===== config.mk =====
export PLATFORM = sky130hd
export DESIGN_NAME = fcs_strip_delay
export DESIGN_NICKNAME = d
export VERILOG_FILES = /design/src/rtl/fcs_strip_delay.sv
export SDC_FILE = /design/constraint.sdc
export NUM_CORES = 1
export LEC_CHECK = 0
export CAP_MARGIN = 20
export CORE_ASPECT_RATIO = 1.2
export CORE_MARGIN = 10
export CORE_UTILIZATION = 55
export CTS_BUF_LIST = sky130_fd_sc_hd__clkbuf_4 sky130_fd_sc_hd__clkbuf_8 sky130_fd_sc_hd__clkbuf_16
export CTS_CLUSTER_DIAMETER = 50
export DETAILED_ROUTE_END_ITERATION = 8
export PLACE_DENSITY = 0.81
export SYNTH_ARGS = -nofsm -noshare
export SYNTH_HDL_FRONTEND = slang
export SYNTH_SLANG_ARGS = --single-unit

===== constraint.sdc =====
create_clock -name clk -period 2.82 [get_ports clk]
set_input_delay 0.423 -clock clk [delete_from_list [all_inputs] [get_ports clk]]
set_output_delay 0.423 -clock clk [all_outputs]
set_load 0.02 [all_outputs]

===== src/rtl/fcs_strip_delay.sv =====
// Four-byte delay line that strips the trailing FCS from a frame.
//   clk, rst   : clock and synchronous active-high reset
//   push       : an accepted byte that takes part in the output stream
//   start      : the pushed byte is the first of a new frame. Any bytes
//                still held from an earlier frame are discarded.
//   last       : the pushed byte ends the frame
//   in_data    : byte being pushed
//   out_*      : stripped frame, registered one cycle after the push
//                that releases each byte
module fcs_strip_delay (
    input  logic       clk,
    input  logic       rst,
    input  logic       push,
    input  logic       start,
    input  logic       last,
    input  logic [7:0] in_data,
    output logic [7:0] out_data,
    output logic       out_valid,
    output logic       out_sof,
    output logic       out_eof
);

    logic [7:0] sr_p0 [4];
    logic [2:0] occ_p0;
    logic       first_p0;
    logic       emit;

    logic [7:0] data_p1;
    logic       vld_p1;
    logic       sof_p1;
    logic       eof_p1;

    // The oldest byte leaves only after four bytes of the same frame are already held.
    assign emit = push && !start && (occ_p0 == 3'd4);

    // ---- stage p0: byte storage and occupancy ----
    always_ff @(posedge clk) begin
        if (push) begin
            sr_p0[0] <= in_data;
            sr_p0[1] <= sr_p0[0];
            sr_p0[2] <= sr_p0[1];
            sr_p0[3] <= sr_p0[2];
        end
    end

    always_ff @(posedge clk) begin
        if (rst) begin
            occ_p0   <= 3'd0;
            first_p0 <= 1'b0;
        end else if (push) begin
            if (start) begin
                occ_p0   <= last ? 3'd0 : 3'd1;
                first_p0 <= !last;
            end else if (last) begin
                occ_p0   <= 3'd0;
                first_p0 <= 1'b0;
            end else begin
                if (occ_p0 != 3'd4) begin
                    occ_p0 <= occ_p0 + 3'd1;
                end
                if (emit) begin
                    first_p0 <= 1'b0;
                end
            end
        end
    end

    // ---- stage p1: registered output ----
    always_ff @(posedge clk) begin
        if (rst) begin
            data_p1 <= 8'd0;
            vld_p1  <= 1'b0;
            sof_p1  <= 1'b0;
            eof_p1  <= 1'b0;
        end else begin
            vld_p1 <= emit;
            sof_p1 <= emit && first_p0;
            eof_p1 <= emit && last;
            if (emit) begin
                data_p1 <= sr_p0[3];
            end
        end
    end

    assign out_data  = data_p1;
    assign out_valid = vld_p1;
    assign out_sof   = sof_p1;
    assign out_eof   = eof_p1;

endmodule


# Word-level counts from Yosys, hierarchy flattened
# Memories as Yosys holds them, arrays and structs flattened. A register that Yosys moved wholly into a read port is not among the register bits.
# Index checks and enable logic that the tools add are counted.
[op_classes] muxes=9 eq_ne=2 n_addsub=1 reduce_logical=10
[ops] cell="two-way mux 3 bit" n=3
[ops] cell="two-way mux 1 bit" n=6
[ops] cell="nonzero test 3 bit" n=2
[ops] cell="logical AND 1 bit" n=4
[ops] cell="AND reduction 2 bit" n=2
[ops] cell="adder 3 x 1 -> 3 bit (second input constant)" n=1
[ops] cell="== test 3 bit (second input constant)" n=1
[ops] cell="!= test 3 bit (second input constant)" n=1
[ops] cell="logical NOT 1 bit" n=2
[word_totals] register_bits=7 ramBits=32 mem_count=1 elab_cells=28 out_inout_bits=11
[mem_list] memory="sr_p0" depth=4 width=8 rd=4 rd_ports_with_merged_regs=1 wr=4 line="23" rtl="logic [7:0] sr_p0 [4];"

# Longest topological paths before layout
# Gate-level depths: netlist (run 1).
[logic_depth] word_depth=6 mapped_depth=6

# Least setup slack after synthesis (run 1)
# No wires, ideal clock.
[synth_path] path_kind="register to register" start="reg occ_p0[0]" end="reg data_p1[0] (netlist: out_data[0]), read port of sr_p0" setup_time_ns=0.132 path_buffers=1 setup_slack_ns=1.594 period_less_slack_ns=1.226 stages_incl_launch_ff=7 arrival_time_ns=1.094 path_cell_list="dfxtp_1 inv_1 ha_1 and4b_2 buf_4 nand2_1 a21oi_1"
[synth_between] elab_chain_cells=2
[synth_rtl] item="start, declared" line="24" rtl="logic [2:0] occ_p0;"
[synth_rtl] item="start signal, assigned" line="52" rtl="occ_p0 <= last ? 3'd0 : 3'd1;"
[synth_rtl] item="start signal, assigned" line="59" rtl="occ_p0 <= occ_p0 + 3'd1;"
[synth_rtl] item="== test 3 bit" line="34" rtl="assign emit = push && !start && (occ_p0 == 3'd4);"
[synth_rtl] item="logical AND 1 bit" line="34"
[synth_rtl] item="end, declared" line="28" rtl="logic [7:0] data_p1;"
# No other way between the ends.
# A chain may end at the register's enable or synchronous reset.

# Final worst setup path (run 1)
[layout_path] start="in push" end="reg first_p0"
[layout_between] elab_chain_cells=4
[layout_rtl] item="start, declared" line="13" rtl="input logic push,"
[layout_rtl] item="logical AND 1 bit (2 in series)" line="34"
[layout_rtl] item="nonzero test 3 bit (no line)"
[layout_rtl] item="AND reduction 2 bit (no line) *"
[layout_rtl] item="end signal, assigned" line="53" rtl="first_p0 <= !last;"
[layout_rtl] item="end, declared" line="25" rtl="logic first_p0;"
# Every way passes the cells marked *; elsewhere a longest branch is shown, timed or not.

==> results of run 1 <==
[power by group]
part | switching, mW | internal (mW)
Sequential | 0.0101 | 0.774
Combinational | 0.0234 | 0.0229
Clock | 0.198 | 0.276
[worst max-delay path by stage]
stage | end | from | slack, ns
5_1_grt | first_p0 | push | 0.84
3_3_place_gp | first_p0 | push | 0.69
4_1_cts | first_p0 | push | 1.0
3_5_place_dp | first_p0 | push | 0.61
2_1_floorplan | out_data[0] | occ_p0[0] | 1.59
6_report | first_p0 | push | 0.98
[metrics by stage]
stage	total power, mW	std cells	hold WS [ns]
after global placement	0.839	155	0.400
after CTS	1.32	163	0.424
after floorplan	0.810	99	0.400
after detailed placement	0.846	155	0.405
final	1.30	163	0.423
after global routing	1.36	163	0.429
[cells by family after synthesis]
group | count (synthesis)
compound gates | 17
flops | 47
fa+ha+maj | 2
buf+inv | 6
simple gates | 27
[synthesized netlist by cell type, drive strengths merged]
| master | count |
|---|---|
| edfxtp | 32 |
| nand2 | 18 |
| dfxtp | 15 |
| a21oi | 9 |
| inv | 3 |
| a211oi | 2 |
| and2 | 2 |
| buf | 2 |
| ha | 2 |
| nor2 | 2 |
| a221oi | 1 |
| a22oi | 1 |
| a31o | 1 |
| and4b | 1 |
| clkbuf | 1 |
| nand2b | 1 |
| nand3b | 1 |
| nand4 | 1 |
| nand4b | 1 |
| o21ai | 1 |
| o22ai | 1 |
| o31a | 1 |
[metal layers]
layer | share of wire [%] | global-route usage, % | up-vias
li1 | - | - | 416
met1 | 37 | 10.1 | 426
met2 | 52 | 16.4 | 42
met3 | 10 | 5.82 | 2
met4 | 0.77 | 4.35 | 0
met5 | 0 | 0 | -
[state kept, by name, summed over array words and instances, names as in the netlist]
register   flops
sr_p0         32
out_valid      1
first_p0       1
out_eof        1
out_sof        1
occ_p0         3
out_data       8
[final cells by class]
| type | instances | area [um2] |
|---|---|---|
| Sequential cell | 47 | 1260 |
| Fill cell | 189 | 815 |
| Multi-Input combinational cell | 46 | 279 |
| Timing Repair Buffer | 25 | 245 |
| Clock inverter | 3 | 67.6 |
| Tap cell | 34 | 42.5 |
| Clock buffer | 5 | 37.5 |
| Inverter | 3 | 11.3 |
==> results, run 1 <==
- In the final routed layout, each cell accounts on average for 15.0 um.
- The total number of vias is 886.
- The cell area after synthesis is 1570 um2.
- Routability-driven placement finished with a final weighted congestion of 0.658.
- The post-synthesis share of cell area spent on and, or, nand and nor gates is 9.00%.
- The number of antenna repair diodes is 0.
- The library cell used most frequently in the layout, excluding fill and tap cells, is sky130_fd_sc_hd__edfxtp_1.
- The setup check on the worst reg-to-reg path leaves a slack of 1.41 ns.
- The detailed router finished its first iteration with 43 violations.
- The combined global-route utilization of all metal layers is 10.1%.
- Prior to clock tree synthesis, the placed netlist has a worst setup slack of 0.609 ns.
- The top cell types in the final layout, fill and taps aside, are sky130_fd_sc_hd__edfxtp_1 (32), sky130_fd_sc_hd__clkdlybuf4s50_1 (23), sky130_fd_sc_hd__nand2_1 (17).
- The nature of the critical path startpoint is a primary input.
- The mean number of vias per cell is 5.44.
- Across the run, the number of max-cap violations was 0.
- The global-route congestion overflow total is 0.
- The worst-case reg-to-reg path depth is 5.
- For this design the ratio of total power to cell area is 670 nW/um2.
- The number of global-route vias before repair is 890.
- The number of iterations in the first detailed-routing pass is 4.
- In this run the static leakage power is 0.665 nW.
- The final cell utilization of the core is 70.5%.
- The clock transition at the register clock pins on the worst setup and hold paths after CTS is 0.13 ns.
- Setup slack on the critical path of the routed design comes to 0.981 ns.
- The die covers 5400 um2.
- The maximum fanout along the worst path is 18.
- The count of nets left with antenna violations once routing finished came out at 0.
- The instance count along the most critical hold path is 0.
- The first global-routing pass estimated 4.02 mm of wire.
- The hold buffer count at CTS is 0.
- At the pin with the least slew margin, the transition time is 0.680 ns.
- Post-CTS timing repair inserted 0 buffers for setup.
- The endpoint type of the worst setup path is a flop.
- The net count reported at finish is 143.
- The worst clock skew on the final layout is 0.00928 ns.
- Data on the critical path arrives at its endpoint at 2.05 ns.
- The net count after synthesis is 114.
- No sink is reached through more buffers than the 2 on the longest clock path.
- In the synthesized netlist, the number of instances is 99.
- The number of buffers created by CTS is 5.
- The top cell family by delay on the critical path is buffers and inverters.
- By area the synthesized netlist is led by sky130_fd_sc_hd__edfxtp_1 (61%), sky130_fd_sc_hd__dfxtp_1 (19%), sky130_fd_sc_hd__nand2_1 (4.1%).
- The insertion delay to the later sink of the worst-skew pair is 0.34 ns.
- CTS placed an instance of sky130_fd_sc_hd__clkbuf_4 at the clock tree root.
- Of the total synthesized cell area, the portion taken by XOR and XNOR cells is 0%.
- Setup repair after global routing left no endpoint under its margin.
- Entering global routing, the biggest net connects 19 pins.
- The detailed-route DRC error count is 0.
- The post-synthesis register bit count is 47.
- The worst register-to-register path ends at first_p0.
- The core region is 2760 um2.
- The final count of hold timing violations came to 0.
- The average instance in the mapped netlist occupies 15.9 um2.
- The clock tree from TritonCTS is yes.
- The fraction of the mapped netlist area in adder cells is 1.59%.
- The worst pin sits at a relative slew slack of 54.6%.
- The worst register-to-register path begins at occ_p0[0].
- Across the VDD grid, the largest voltage drop is 0.711 mV.
- The required time of the critical path is 3.03 ns.
- The final count of pins violating max slew is 0.
- In this run the horizontal extent of the chip is 68.8 um.
- The number of top-level design ports is 24.
- Of all cell types, the one taking the most synthesized area is sky130_fd_sc_hd__edfxtp_1.
- The total negative setup slack is 0 ns.
- The main combinational cell family by area after synthesis is simple AND/OR/NAND/NOR gates.
- The origin of the worst min-delay path is sr_p0[2][5].
- The setup-violating endpoint count in the final report is 0.
- The largest individual stage delay along the critical path comes from the cell sky130_fd_sc_hd__clkdlybuf4s50_1.
- Of the post-synthesis cell area, the dominant cell type holds 61.2%.
- For this run, the top clock speed supported by timing is 0.544 GHz.
- The floorplan has 21 rows.
- The number of warnings reported in the yosys synthesis log is 0.
- The total of cells resized after clock tree synthesis is 0.
- The die is 78.5 um tall.
- The run finished with clean final reports.
- Dividing the final minimum period by the clock period gives 65.2%.
- In the synthesized netlist, mux cells make up 0% of the area.
- In this run the number of cells on the critical path is 4.
- The path type of the worst setup path is primary input to flop.
- The number of distinct standard cells referenced by the synthesized netlist is 24.
- The proportion of synthesized chip area in sequential cells is 80.3%.
- The initial utilization of the core area, before any placement, comes to 56.9%.
- The end point of the worst hold path is sr_p0[3][5].
- CTS built an H-tree with a depth of 2.
- The worst hold path class is flop to flop.
- The number of antenna violations at the first check in global routing is 0.
- The post-route netlist has 14.0% of its cells at a drive strength greater than 1.
- The worst path in the final design needs a cycle of 1.84 ns, including I/O delays and setup.
- During placement, the flow inserted port buffers numbering 23.
- The number of clock sinks is 47.
- The summed area of non-filler cells in the final layout is 1940 um2.
- Once placement finished, the instance area stood at 1840 um2.
- Traced cell by cell, the critical path runs through clkdlybuf4s50_1, nand4b_2, a22oi_1, a211oi_1.
- The area growth from synthesis to final layout is 23.8%.
- The worst path buffer plus inverter count is 1.
- The final layout contains routed wiring with a total length of 2.45 mm.
- Summing the areas of all compound-gate instances in the mapped netlist gives 7.17% of the synthesized area.
- The detailed placer's ending HPWL is 1.83 mm.
- In this design, the stage delay of the slowest critical-path cell is 0.91 ns.
Note: power is estimated with default switching activity, not from simulation.
==> run 2, diff against run 1 <==
--- a/config.mk
+++ b/config.mk
@@ -8,11 +8,11 @@
 export CAP_MARGIN = 20
 export CORE_ASPECT_RATIO = 1.2
 export CORE_MARGIN = 10
-export CORE_UTILIZATION = 55
+export CORE_UTILIZATION = 46
 export CTS_BUF_LIST = sky130_fd_sc_hd__clkbuf_4 sky130_fd_sc_hd__clkbuf_8 sky130_fd_sc_hd__clkbuf_16
 export CTS_CLUSTER_DIAMETER = 50
 export DETAILED_ROUTE_END_ITERATION = 8
-export PLACE_DENSITY = 0.81
+export PLACE_DENSITY = 0.72
 export SYNTH_ARGS = -nofsm -noshare
 export SYNTH_HDL_FRONTEND = slang
 export SYNTH_SLANG_ARGS = --single-unit
==> constraint.sdc (replaced) <==
create_clock -name clk -period 1.6 [get_ports clk]
set_input_delay 0.24 -clock clk [delete_from_list [all_inputs] [get_ports clk]]
set_output_delay 0.24 -clock clk [all_outputs]
set_load 0.02 [all_outputs]
==> run 2 against run 1 <==
Compared with the run above: core utilization decreased by 11 points; sequential power is 76% higher; cell count up 3.1%; die area up 14%; largest power group unchanged; highest routed layer unchanged; combinational power up 83%; via count decreased by 4.9%; first-iteration DRC count grew 16%; clock skew shrank 0.0049 ns; clock-buffer cell count unchanged; critical path depth is 3 lower.
==> results, run 2 (synthesized netlist as in run 1, its figures left out) <==
- The run finished with clean final reports.
- The starting density of the core came to 47.4% (-9.5 points).
- The leakage power of the design is 0.678 nW (+1.9%).
- The number of top-level design ports is 24 (unchanged).
- The area of the core is 3310 um2 (+20%).
- After layout, the worst path uses 93.5% of the clock period.
- The proportion of layout cells with a drive suffix above 1 is 15.3% (+1.3 points).
- Timing would allow up to 0.668 GHz.
- The number of antenna violations at the first check in global routing is 0 (unchanged).
- The switching component of the power was 0.449 mW (+94%).
- The top cell types in the final layout, fill and taps aside, are sky130_fd_sc_hd__edfxtp_1 (32), sky130_fd_sc_hd__clkdlybuf4s50_1 (23), sky130_fd_sc_hd__nand2_1 (17).
- The setup-violating endpoint count in the final report came to 0 (unchanged).
- The net count reported at finish is 145 (+1.4%).
- The commonest non-fill, non-tap cell in the layout is sky130_fd_sc_hd__edfxtp_1.
- The smallest hold slack was 0.426 ns (+0.00307 ns).
- The instance count along the most critical hold path is 0 (unchanged).
- The number of nets with antenna violations after detailed routing was 0 (unchanged).
- The fraction of power consumed by sequential logic is 59.3% (-0.8 points).
- The actual transition at the worst max-transition pin is 0.283 ns (-0.397 ns).
- The combined global-route utilization of all metal layers is 8.53% (-1.5 points).
- The detailed-route DRC error count is 0 (unchanged).
- The register containing the most flip-flops in the final layout is sr_p0.
- The combinational share of power is 3.6% (about the same).
- The area growth from synthesis to final layout is 25.7%.
- The H-tree depth is 2 (unchanged).
- The number of buffers added on ports is 23 (unchanged).
- TritonCTS built the clock tree.
- The placement-stage cell area is 1860 um2 (+1.0%).
- The detailed placer's ending HPWL is 1.69 mm (-7.4%).
- The end point of the worst hold path is sr_p0[3][6].
- The max-cap check violation count is 0 (unchanged).
- The total of cells resized after clock tree synthesis came to 0 (unchanged).
- The required time of the critical path is 1.36 ns (-1.67 ns).
- The number of antenna repair diodes is 0 (unchanged).
- The nature of the critical path startpoint is a flop.
- The worst-case reg-to-reg path depth is 5 (unchanged).
- The flop-to-flop setup slack came to 0.24 ns (-1.17 ns).
- The die footprint is 6160 um2 (+14%).
- The largest net degree at the start of global routing was 17 (-2).
- The worst setup path is captured at an output pin.
- Setup repair after global routing left no endpoint under its margin.
- The setup slack after placement is 0.000211 ns (-0.609 ns).
- The startpoint identified for the worst hold timing path is sr_p0[2][6].
- The initial DRC count is 50 (+16%).
- The number of filler cells placed in the layout is 278 (+47%).
- The clock tree root driver cell is sky130_fd_sc_hd__clkbuf_8.
- The number of setup buffers added after CTS was 0 (unchanged).
- The flip-flop count of the largest register after layout is 32 (unchanged).
- The width of the die is 73.3 um (+6.6%).
- The insertion delay to the later sink of the worst-skew pair is 0.30 ns (-0.04 ns).
- The total internal power came to 1.88 mW (+75%).
- The data arrival time of the worst path is 1.26 ns (-0.79 ns).
- The first-pass GRT wire length is 3.99 mm (-0.85%).
- The total instance count after detailed placement was 160 (+3.2%).
- The mean routed wirelength per cell came to 14.1 um (-6.3%).
- Broken down by cell family, the worst path's largest delay share belongs to buffers and inverters.
- The final count of pins violating max slew is 0 (unchanged).
- The critical path is of the flop to output pin type.
- The number of clock sinks is 47 (unchanged).
- The worst clock skew on the final layout is 0.00442 ns (-0.00486 ns).
- The clock transition at the register clock pins on the worst setup and hold paths after CTS is 0.08 ns (-0.05 ns).
- The total number of vias is 843 (-4.9%).
- The switching part of the total is 19.3% (+1.6 points).
- The relative contribution of the clock network to total power is 37.1% (+0.8 points).
- The clock period could shrink to 1.50 ns.
- The hold buffer count at CTS is 0 (unchanged).
- The number of global-route vias before repair is 863 (-3.0%).
- The placer congestion estimate is 0.736 (+12%).
- The number of buffers created by CTS is 5 (unchanged).
- The maximum fanout along the worst path is 2 (-16).
- The die outline height is 84 um (+7.0%).
- The final count of hold timing violations is 0 (unchanged).
- The end of the worst register-to-register path is first_p0.
- The summed area of non-filler cells in the final layout was 1970 um2 (+1.5%).
- The maximum vdd ir drop is 0.926 mV (+30%).
- The worst stage delay on the critical path is 0.61 ns (-0.30 ns).
- The row count is 23 (+9.5%).
- In this run the critical register-to-register path is launched from occ_p0[0].
- The signal on the critical path passes through clkdlybuf4s50_1.
- The buffer depth of the longest clock path was 2 (unchanged).
- The worst hold path belongs to the class flop to flop.
- The power per cell area came to 1180 nW/um2 (+76%).
- The global-route congestion overflow total is 0 (unchanged).
- The worst path buffer plus inverter count is 1 (unchanged).
- The number of iterations in the first detailed-routing pass is 4 (unchanged).
- The headroom to the max-slew limit is 81.1% (+27 points).
- The wire length reported by the detailed router is 2.37 mm (-3.4%).
- The worst path setup slack after routing was 0.104 ns (-0.878 ns).
- The total negative setup slack is 0 ns (unchanged).
- The mean number of vias per cell is 5.02 (-7.7%).
- The slowest stage of the critical path belongs to the cell sky130_fd_sc_hd__clkdlybuf4s50_1.
- The post-route non-filler standard cell count is 168 (+3.1%).
## run 2: cell types whose count changed in the layout (fill, tap and decap cells not counted), sizes merged
cell    previous run  this run
buf                2         4
bufinv             2         1
inv                3         4
## run 2: layout make-up
type | count | area, um2 | area share [%]
flip-flops and latches | 47 | 1260 | 63.9
multi-input cells | 46 | 279 | 14.1
repair buffers | 27 | 260 | 13.2
clock buffers | 5 | 68.8 | 3.49
clock inverters | 3 | 46.3 | 2.35
well taps | 37 | 46.3 | 2.35
inverters | 3 | 11.3 | 0.571
## run 2: stage by stage
step / power, mW / utilization (%)
2_1_floorplan: 1.43 / -
3_3_place_gp: 1.48 / 56.1
3_5_place_dp: 1.49 / 56.1
4_1_cts: 2.36 / 59.6
5_1_grt: 2.43 / 59.6
6_report: 2.32 / 59.6
## run 2: worst max path at each step
stage / to / start / slack [ns] / cells after the start
final: out_data[7] / out_data[7] / 0.10 / 1
after detailed placement: first_p0 / start / 0.0002 / 4
after floorplan: out_data[0] / occ_p0[0] / 0.37 / 6
after global routing: out_data[2] / out_data[2] / 0.04 / 1
after CTS: out_data[7] / out_data[7] / 0.08 / 1
after global placement: first_p0 / push / 0.07 / 4
## run 2: layer usage
metal  global-route usage, %  up-vias  part of all wire, %  wire, um
met2                    12.1       26                   44      1050
li1                        -      419                    -         -
met1                    8.61      393                   41       976
met5                       0        -                    0         0
met3                    6.79        5                   12       286
met4                    4.58        0                  2.4        57
## run 2: power groups by stage
| stage | Clock [mW] | Combinational (mW) | Sequential [mW] |
|---|---|---|---|
| 2_1_floorplan | 0 | 0.0258 | 1.40 |
| 3_3_place_gp | 0 | 0.0815 | 1.40 |
| 3_5_place_dp | 0 | 0.0855 | 1.41 |
| 4_1_cts | 0.893 | 0.0854 | 1.38 |
| 5_1_grt | 0.946 | 0.0936 | 1.39 |
| 6_report | 0.862 | 0.0846 | 1.38 |
